===== src/rtl/snn_weight_loader.sv =====
// snn_weight_loader: streams DEPTH weight bytes plus a checksum byte into the
// SNN weight memory, then reads every location back and reports the result.
module snn_weight_loader #(
    parameter int DEPTH = 16,
    parameter int AW    = 4,
    parameter int DW    = 8
) (
    input  logic          clk,
    input  logic          rst_n,
    input  logic          start,
    input  logic          load_valid,
    input  logic [DW-1:0] load_data,
    output logic          load_ready,
    output logic [AW-1:0] mem_addr,
    output logic          mem_we,
    output logic [DW-1:0] mem_wdata,
    input  logic [DW-1:0] mem_rdata,
    output logic          busy,
    output logic          done,
    output logic [1:0]    err
);

    // Counters carry one extra bit so DEPTH = 2^AW is representable.
    localparam int CW = AW + 1;
    localparam logic [CW-1:0] LAST_IDX = CW'(DEPTH - 1);
    localparam logic [CW-1:0] DEPTH_C  = CW'(DEPTH);
    localparam logic [CW-1:0] CNT_ONE  = CW'(1);

    localparam logic [1:0] ERR_PASS = 2'b00;
    localparam logic [1:0] ERR_CHK  = 2'b01;
    localparam logic [1:0] ERR_RB   = 2'b10;

    typedef enum logic [2:0] {IDLE, WRITE, CHECK, VERIFY, DONE} state_t;

    state_t        state;
    logic [CW-1:0] wr_cnt;
    logic [CW-1:0] rd_cnt;
    logic [CW-1:0] cap_cnt;
    logic [DW-1:0] wsum;
    logic [DW-1:0] rsum;
    logic          vld_p0;
    logic          vld_p1;
    logic          xfer;

    // All checksums wrap modulo 2^DW.
    function automatic logic [DW-1:0] add_mod(input logic [DW-1:0] a,
                                              input logic [DW-1:0] b);
        return a + b;
    endfunction

    assign load_ready = (state == WRITE) || (state == CHECK);
    assign busy       = (state == WRITE) || (state == CHECK) || (state == VERIFY);
    assign xfer       = load_valid & load_ready;

    // Load/verify sequencer with registered memory port and status outputs.
    always_ff @(posedge clk or negedge rst_n) begin
        if (!rst_n) begin
            state     <= IDLE;
            wr_cnt    <= '0;
            rd_cnt    <= '0;
            cap_cnt   <= '0;
            wsum      <= '0;
            rsum      <= '0;
            vld_p0    <= 1'b0;
            vld_p1    <= 1'b0;
            mem_addr  <= '0;
            mem_we    <= 1'b0;
            mem_wdata <= '0;
            done      <= 1'b0;
            err       <= ERR_PASS;
        end else begin
            case (state)
                IDLE, DONE: begin
                    mem_we <= 1'b0;
                    vld_p0 <= 1'b0;
                    vld_p1 <= 1'b0;
                    if (start) begin
                        state  <= WRITE;
                        wr_cnt <= '0;
                        wsum   <= '0;
                        done   <= 1'b0;
                        err    <= ERR_PASS;
                    end
                end
                WRITE: begin
                    if (xfer) begin
                        mem_addr  <= wr_cnt[AW-1:0];
                        mem_wdata <= load_data;
                        mem_we    <= 1'b1;
                        wsum      <= add_mod(wsum, load_data);
                        wr_cnt    <= wr_cnt + CNT_ONE;
                        if (wr_cnt == LAST_IDX) begin
                            state <= CHECK;
                        end
                    end else begin
                        mem_we <= 1'b0;
                    end
                end
                CHECK: begin
                    mem_we <= 1'b0;
                    if (xfer) begin
                        if (add_mod(wsum, load_data) != '0) begin
                            err   <= ERR_CHK;
                            done  <= 1'b1;
                            state <= DONE;
                        end else begin
                            state   <= VERIFY;
                            rd_cnt  <= '0;
                            cap_cnt <= '0;
                            rsum    <= '0;
                            vld_p0  <= 1'b0;
                            vld_p1  <= 1'b0;
                        end
                    end
                end
                VERIFY: begin
                    mem_we <= 1'b0;
                    // p0: address issued to memory this edge
                    if (rd_cnt < DEPTH_C) begin
                        mem_addr <= rd_cnt[AW-1:0];
                        rd_cnt   <= rd_cnt + CNT_ONE;
                        vld_p0   <= 1'b1;
                    end else begin
                        vld_p0 <= 1'b0;
                    end
                    // p1: memory has sampled the address, data lands next edge
                    vld_p1 <= vld_p0;
                    // p2: read byte captured and accumulated
                    if (vld_p1) begin
                        rsum    <= add_mod(rsum, mem_rdata);
                        cap_cnt <= cap_cnt + CNT_ONE;
                        if (cap_cnt == LAST_IDX) begin
                            err   <= (add_mod(rsum, mem_rdata) == wsum) ? ERR_PASS : ERR_RB;
                            done  <= 1'b1;
                            state <= DONE;
                        end
                    end
                end
                default: begin
                    state  <= IDLE;
                    mem_we <= 1'b0;
                end
            endcase
        end
    end

endmodule


===== config.mk =====
export PLATFORM = sky130hd
export DESIGN_NAME = snn_weight_loader
export DESIGN_NICKNAME = d
export VERILOG_FILES = /design/src/rtl/snn_weight_loader.sv
export SDC_FILE = /design/constraint.sdc
export NUM_CORES = 1
export LEC_CHECK = 0
export BUFFER_PORTS_ARGS = -buffer_cell sky130_fd_sc_hd__buf_2
export CORE_ASPECT_RATIO = 1.75
export CORE_MARGIN = 4
export CORE_UTILIZATION = 40
export CTS_CLUSTER_SIZE = 10
export DETAILED_ROUTE_END_ITERATION = 10
export HOLD_SLACK_MARGIN = 0.02
export SLEW_MARGIN = 20
export SYNTH_ARGS = -nofsm -noshare
export SYNTH_HDL_FRONTEND = slang
export SYNTH_SLANG_ARGS = --single-unit

===== constraint.sdc =====
create_clock -name clk -period 3 [get_ports clk]
set_clock_uncertainty 0.15 [all_clocks]
set_input_delay 0.45 -clock clk [delete_from_list [all_inputs] [get_ports clk]]
set_output_delay 0.45 -clock clk [all_outputs]
set_load 0.01 [all_outputs]

==> results of run 1 <==
==> synthesized netlist by cell type (all sizes together) (2+ instances only) <==
cell     instances
nand2           60
a31oi            2
o21bai           5
xnor2            9
dfrtp           52
buf              4
a21o             2
mux2i            2
fa               2
nor4             2
nand3            6
inv             18
nor2b            2
a21oi           15
xor2            15
a32o             3
clkinv           2
a31o             2
and3             4
o21ai           14
o22ai           23
or3              3
a221oi           2
nor2            29
o21a             2
a211oi           3
ha              19
a2bb2oi          2
nand4            3
a22o             6
clkbuf           7
nor3             5
==> cell families after synthesis <==
group / after synthesis / share of synthesized area
muxes: 2 / 0.00642
DFF: 52 / 0.417
adders and majority gates: 21 / 0.0891
buffers and inverters: 33 / 0.0497
xor gates and xnor gates: 24 / 0.0674
AOI/OAI and AO/OA: 92 / 0.207
and+or+nand+nor: 117 / 0.164
==> cell type report <==
class	instances	area, sq um
fillers	756	3940
multi-input cells	256	1680
flip-flops and latches	52	1300
repair buffers	51	305
clock buffers	7	153
well taps	88	110
inverters	20	75.1
==> state kept, by name, summed over array words and instances, names as in the netlist <==
signal and flops:
cap_cnt 5, wsum 8, done 1, wr_cnt 5, vld_p1 1, vld_p0 1, mem_we 1, state 3
err 2, rd_cnt 5, mem_wdata 8, rsum 8, mem_addr 4
==> power by group through the flow <==
stage	clock network (uW)	logic, uW	registers, uW
2_1_floorplan	0	843	1100
6_report	592	1250	1100
3_5_place_dp	0	1230	1110
4_1_cts	617	1240	1100
3_3_place_gp	0	1210	1100
5_1_grt	633	1410	1140
==> metal layers <==
metal | GRT usage | vias to the layer above
met5 | 0 | -
met4 | 0.0577 | 0
met3 | 0.0258 | 10
met2 | 0.274 | 46
met1 | 0.205 | 1217
li1 | - | 1297
==> through the flow <==
stage	instance area [sq um]	hold WS, ns	cells	setup WS (ns)	setup TNS, ns
2_1_floorplan	3120	0.00441	341	0.233	0
3_3_place_gp	3440	0.250	465	-0.00115	-0.00115
3_5_place_dp	3440	0.254	465	-0.0681	-0.324
4_1_cts	3600	0.192	473	0.0679	0
5_1_grt	3630	0.207	474	0.0207	0
6_report	3630	0.203	474	0.136	0
==> worst max-delay path by stage <==
stage                       from          to  slack (ns)  cells after the start
CTS                      wsum[0]  cap_cnt[2]        0.07                      9
finish                   wsum[0]     rsum[2]        0.14                      9
global placement    load_data[0]   rd_cnt[0]      -0.001                      9
detailed placement  load_data[0]  cap_cnt[2]       -0.07                     10
global route             wsum[0]     rsum[4]        0.02                      9
floorplan           load_data[0]     rsum[6]        0.23                     10
==> repair_timing <==
item	CTS	global route
setup endpoints to repair	0	5
hold endpoints to repair	17	0
setup buffers	0	1
hold buffers	1	0
resized for setup	0	4
==> metrics.yaml, run 1 <==
route:
  via_count: 2570
  viasPerCell: 5.42
  wire_per_inst_um: 14.9
  dr.first_iter.drc_count: 146
  wl_met3_um: 237
  wl_met1_um: 3050
  drc: 0
  ant_nets: 0
  first_pass_iters: 4
  top_layer: "met4"
  met2WireLength_um: 3630
  drt-total-wl_um: 7050
worst_setup_path:
  slowest_delay_ns: 0.45
  crit_chain: "ha_1 > fa_2 > xor2_1 > or3_2 > nor4_4 > and3_4 > and3_4 > buf_12 > o22ai_1"
  path_class: "reg -> reg"
  crit_required_ns: 3.01
  critPathMaxFanout: 12
  crit_path_frequent_cell: "and3_4"
  regToRegStartpoint: "wsum[0]"
  ff2ff_setup_slack_ns: 0.14
  rr_worst_depth: 9
  r2r-end: "rsum[2]"
  end_kind: "register"
  worst-path-buf-inv: 1
  startpoint_type: "register"
  path_delay_family: "simple AND/OR/NAND/NOR gates"
  cp.arrival_ns: 2.88
  slowest_stage: "or3_2"
synthesis:
  ys_types: 58
  yosysTopAreaCellShare: 0.417
  syn_area_sq_um: 3120
  yosys.area.top_type: "dfrtp_1"
  ys_ff_latch: 52
  yosysWarningCount: 0
  ys_top_cells_by_area: "dfrtp_1 42%, ha_1 7.6%, nand2_1 7.2%"
  synthArstFlopShare: 1.00
  synth_area_per_cell_sq_um: 9.15
  synthCells: 341
  synthFlopType: "dfrtp_1"
  synth-edff-count: 0
  seq_area_frac_synth: 0.417
  synth_nets: 382
sta:
  post-route-period-util: 0.955
  slew_viol_final: 0
  hold_viol: 0
  relSlewSlack: 0.509
  timing.fmax_mhz: 349
  finalSetupViolCount: 0
  period_needed_ns: 2.86
  tightestPinTransition_ns: 0.733
  rsz0062_at_grt: "false"
floorplan:
  start_util: 0.412
  die_height_um: 125
  pin_count: 38
  num_rows: 42
  dieWidth_um: 74.8
  core_area_sq_um: 7570
  die_area_sq_um: 9330
power:
  peakVddDrop_mv: 0.442
  p_sw_frac: 0.384
  total_power_uw: 2940
  p_int_uw: 1810
  power.static_leakage_uw: 0.00172
  pwr-share-clk: 0.201
  p_switching_uw: 1130
  p_per_area_nw_per_um2: 811
  combPwrFrac: 0.426
  pwr-share-seq: 0.373
cells_and_area:
  layout-drive-gt1-share: 0.184
  syn2layout_area_growth_pct: 16.3
  diodes: 0
  post-route-util: 0.479
  final_nets: 427
  final_common_cell: "nand2_1"
  layout_common_cells: "60 x nand2_1, 52 x dfrtp_1, 37 x buf_2"
flow_run:
  cap_violations: 0
global_route:
  grt_usage: 0.163
  antenna_found_initial: 0
  grt_max_degree: 36
  grt_pass1_wl_um: 12100
  grt-ovfl-total: 0
  grt_pass1_vias: 2551
clocking:
  clk_pin_slew_ns: 0.07
  cts_tree: "built"
  cts.sinks: 52
  clk_path_buf_depth: 2
  cts_made_buffers: 5
  clk-insertion-delay-late_ns: 0.29
  h-tree-depth: 2
  cts_root_buffer: "clkbuf_16"
worst_hold_path:
  hold_class: "in -> reg"
  hp-start: "start"
  min_path_cells: 2
  hold_end: "done"
placement:
  dp_hpwl_um: 5350
  routabilityCongestion: 0.847
  port-buffer-count: 37
run_status:
  status: "finished, final reports clean"
No activity file was read; power rests on OpenSTA's default activity.
==> inputs of run 2 (changes only) <==
--- a/config.mk
+++ b/config.mk
@@ -12,6 +12,7 @@
 export CTS_CLUSTER_SIZE = 10
 export DETAILED_ROUTE_END_ITERATION = 10
 export HOLD_SLACK_MARGIN = 0.02
+export RECOVER_POWER = 50
 export SLEW_MARGIN = 20
 export SYNTH_ARGS = -nofsm -noshare
 export SYNTH_HDL_FRONTEND = slang
==> run 2 against run 1 <==
Against the previous run:
- worst setup slack hardly changed
- flip-flop and latch count did not move
- count of clock-buffer cells in the layout stayed put
- sequential power hardly changed
==> metrics.yaml, run 2 (same netlist as run 1, synthesis figures left out) <==
worst_setup_path:
  startpoint_type: "register"
  cp.arrival_ns: 2.88  # about the same
  rr_worst_depth: 9  # unchanged
  path_class: "reg -> reg"
  crit_required_ns: 3.01  # about the same
  critPathMaxFanout: 12  # unchanged
  end_kind: "register"
placement:
  port-buffer-count: 37  # unchanged
  pre_cts_ws_ns: -0.0681  # unchanged
  post-place-cells: 465  # unchanged
  routabilityCongestion: 0.847  # unchanged
  dp_hpwl_um: 5350  # unchanged
floorplan:
  start_util: 0.412  # unchanged
  dieWidth_um: 74.8  # unchanged
  pin_count: 38  # unchanged
  die_height_um: 125  # unchanged
  num_rows: 42  # unchanged
  die_area_sq_um: 9330  # unchanged
  core_area_sq_um: 7570  # unchanged
cells_and_area:
  diodes: 0  # unchanged
  layout-drive-gt1-share: 0.137  # -0.0466
  reg.largest.list: "mem_wdata x8, rsum x8, wsum x8"
  layout_common_cells: "60 x nand2_1, 52 x dfrtp_1, 29 x nor2_1"
  final_nets: 427  # unchanged
  final_common_cell: "nand2_1"
  fin_cells: 474  # unchanged
  fillers: 757  # +0.13%
  syn2layout_area_growth_pct: 15.4
power:
  pwr-share-seq: 0.378  # +0.005
  pwr-share-clk: 0.204  # +0.003
  p_int_uw: 1780  # -1.8%
  p_sw_frac: 0.389  # +0.00474
  combPwrFrac: 0.419  # -0.007
  p_switching_uw: 1130  # +0.18%
  peakVddDrop_mv: 0.435  # -1.6%
  power.static_leakage_uw: 0.00167  # -3.2%
  p_per_area_nw_per_um2: 809  # -0.28%
global_route:
  grt-ovfl-total: 0  # unchanged
  grt_max_degree: 36  # unchanged
  grt_pass1_wl_um: 12100  # unchanged
  grt_pass1_vias: 2551  # unchanged
  antenna_found_initial: 0  # unchanged
  grt_usage: 0.163  # unchanged
sta:
  fin_hold_ws_ns: 0.201  # -0.00166 ns
  period_needed_ns: 2.86  # -0.000268 ns
  finalSetupViolCount: 0  # unchanged
  tns_ns: 0  # unchanged
  slew_viol_final: 0  # unchanged
  layout_setup_ws_ns: 0.136  # +0.000268 ns
  post-route-period-util: 0.955  # about the same
  hold_viol: 0  # unchanged
  relSlewSlack: 0.341  # -0.168
  timing.fmax_mhz: 349  # about the same
  tightestPinTransition_ns: 0.988  # +0.255 ns
  rsz0062_at_grt: "false"
worst_hold_path:
  hold_class: "in -> reg"
  min_path_cells: 2  # unchanged
route:
  ant_nets: 0  # unchanged
  viasPerCell: 5.46  # +0.66%
  wire_per_inst_um: 14.9  # about the same
  dr.first_iter.drc_count: 151  # +3.4%
  first_pass_iters: 4  # unchanged
  drc: 0  # unchanged
  via_count: 2587  # +0.66%
  drt-total-wl_um: 7050  # about the same
clocking:
  cts_made_buffers: 5  # unchanged
  clk_path_buf_depth: 2  # unchanged
  cts_tree: "built"
  cts.sinks: 52  # unchanged
  clk-insertion-delay-late_ns: 0.29  # about the same
  clk_pin_slew_ns: 0.07  # about the same
  h-tree-depth: 2  # unchanged
  cts_root_buffer: "clkbuf_16"
flow_run:
  cap_violations: 0  # unchanged
run_status:
  status: "finished, final reports clean"
run 2: changes by cell type in the layout (fill, tap and decap cells not counted):
cell / previous run / this run
buf_2: 37 / 20
buf_4: 12 / 10
clkbuf_2: 0 / 1
clkbuf_1: 0 / 18
run 2: final timing paths:
check                             startpoint      endpoint  slack (ns)
worst max-delay path                 wsum[0]       rsum[2]        0.14
worst min-delay path                   start          done        0.20
worst max register to register       wsum[0]       rsum[2]        0.14
worst min register to register  mem_wdata[3]  mem_wdata[3]        0.32
max in group asynchronous              rst_n  mem_wdata[3]        0.60
min in group asynchronous              rst_n  mem_wdata[1]        0.69
run 2: metrics by stage:
step | power, uW | area [sq um] | utilization
floorplan | 1940 | 3120 | -
global placement | 2310 | 3440 | 0.454
detailed placement | 2340 | 3440 | 0.454
CTS | 2960 | 3600 | 0.476
global route | 3140 | 3600 | 0.476
finish | 2910 | 3600 | 0.476
run 2: power by group through the flow:
stage / registers (uW) / logic, uW / clock network (uW)
floorplan: 1100 / 843 / 0
global placement: 1100 / 1210 / 0
detailed placement: 1110 / 1230 / 0
CTS: 1100 / 1240 / 617
global route: 1140 / 1370 / 633
finish: 1100 / 1220 / 593
run 2: routing by layer:
layer	global-route usage	part of all wire
met1	0.205	0.43
met2	0.274	0.52
met3	0.0258	0.039
met4	0.0577	0.018
met5	0	0
run 2: layout make-up:
cell class / instances / area, sq um / area share
well taps: 88 / 110 / 0.0306
repair buffers: 51 / 278 / 0.0772
clock buffers: 7 / 153 / 0.0424
multi-input cells: 256 / 1680 / 0.468
flip-flops and latches: 52 / 1300 / 0.361
inverters: 20 / 75.1 / 0.0209
run 2: critical path, stage by stage, from the launching register on:
cell and delay [ns]:
dfrtp_1 0.42, ha_1 0.23, fa_2 0.36, xor2_1 0.18, or3_2 0.45, nor4_4 0.32
and3_4 0.22, and3_4 0.20, buf_12 0.13, o22ai_1 0.08
run 2: timing repair:
action                     in CTS  in global routing
setup buffers                   0                  1
hold endpoints to repair       17                  0
hold buffers                    1                  0
setup endpoints to repair       0                  5
resized for setup               0                  4
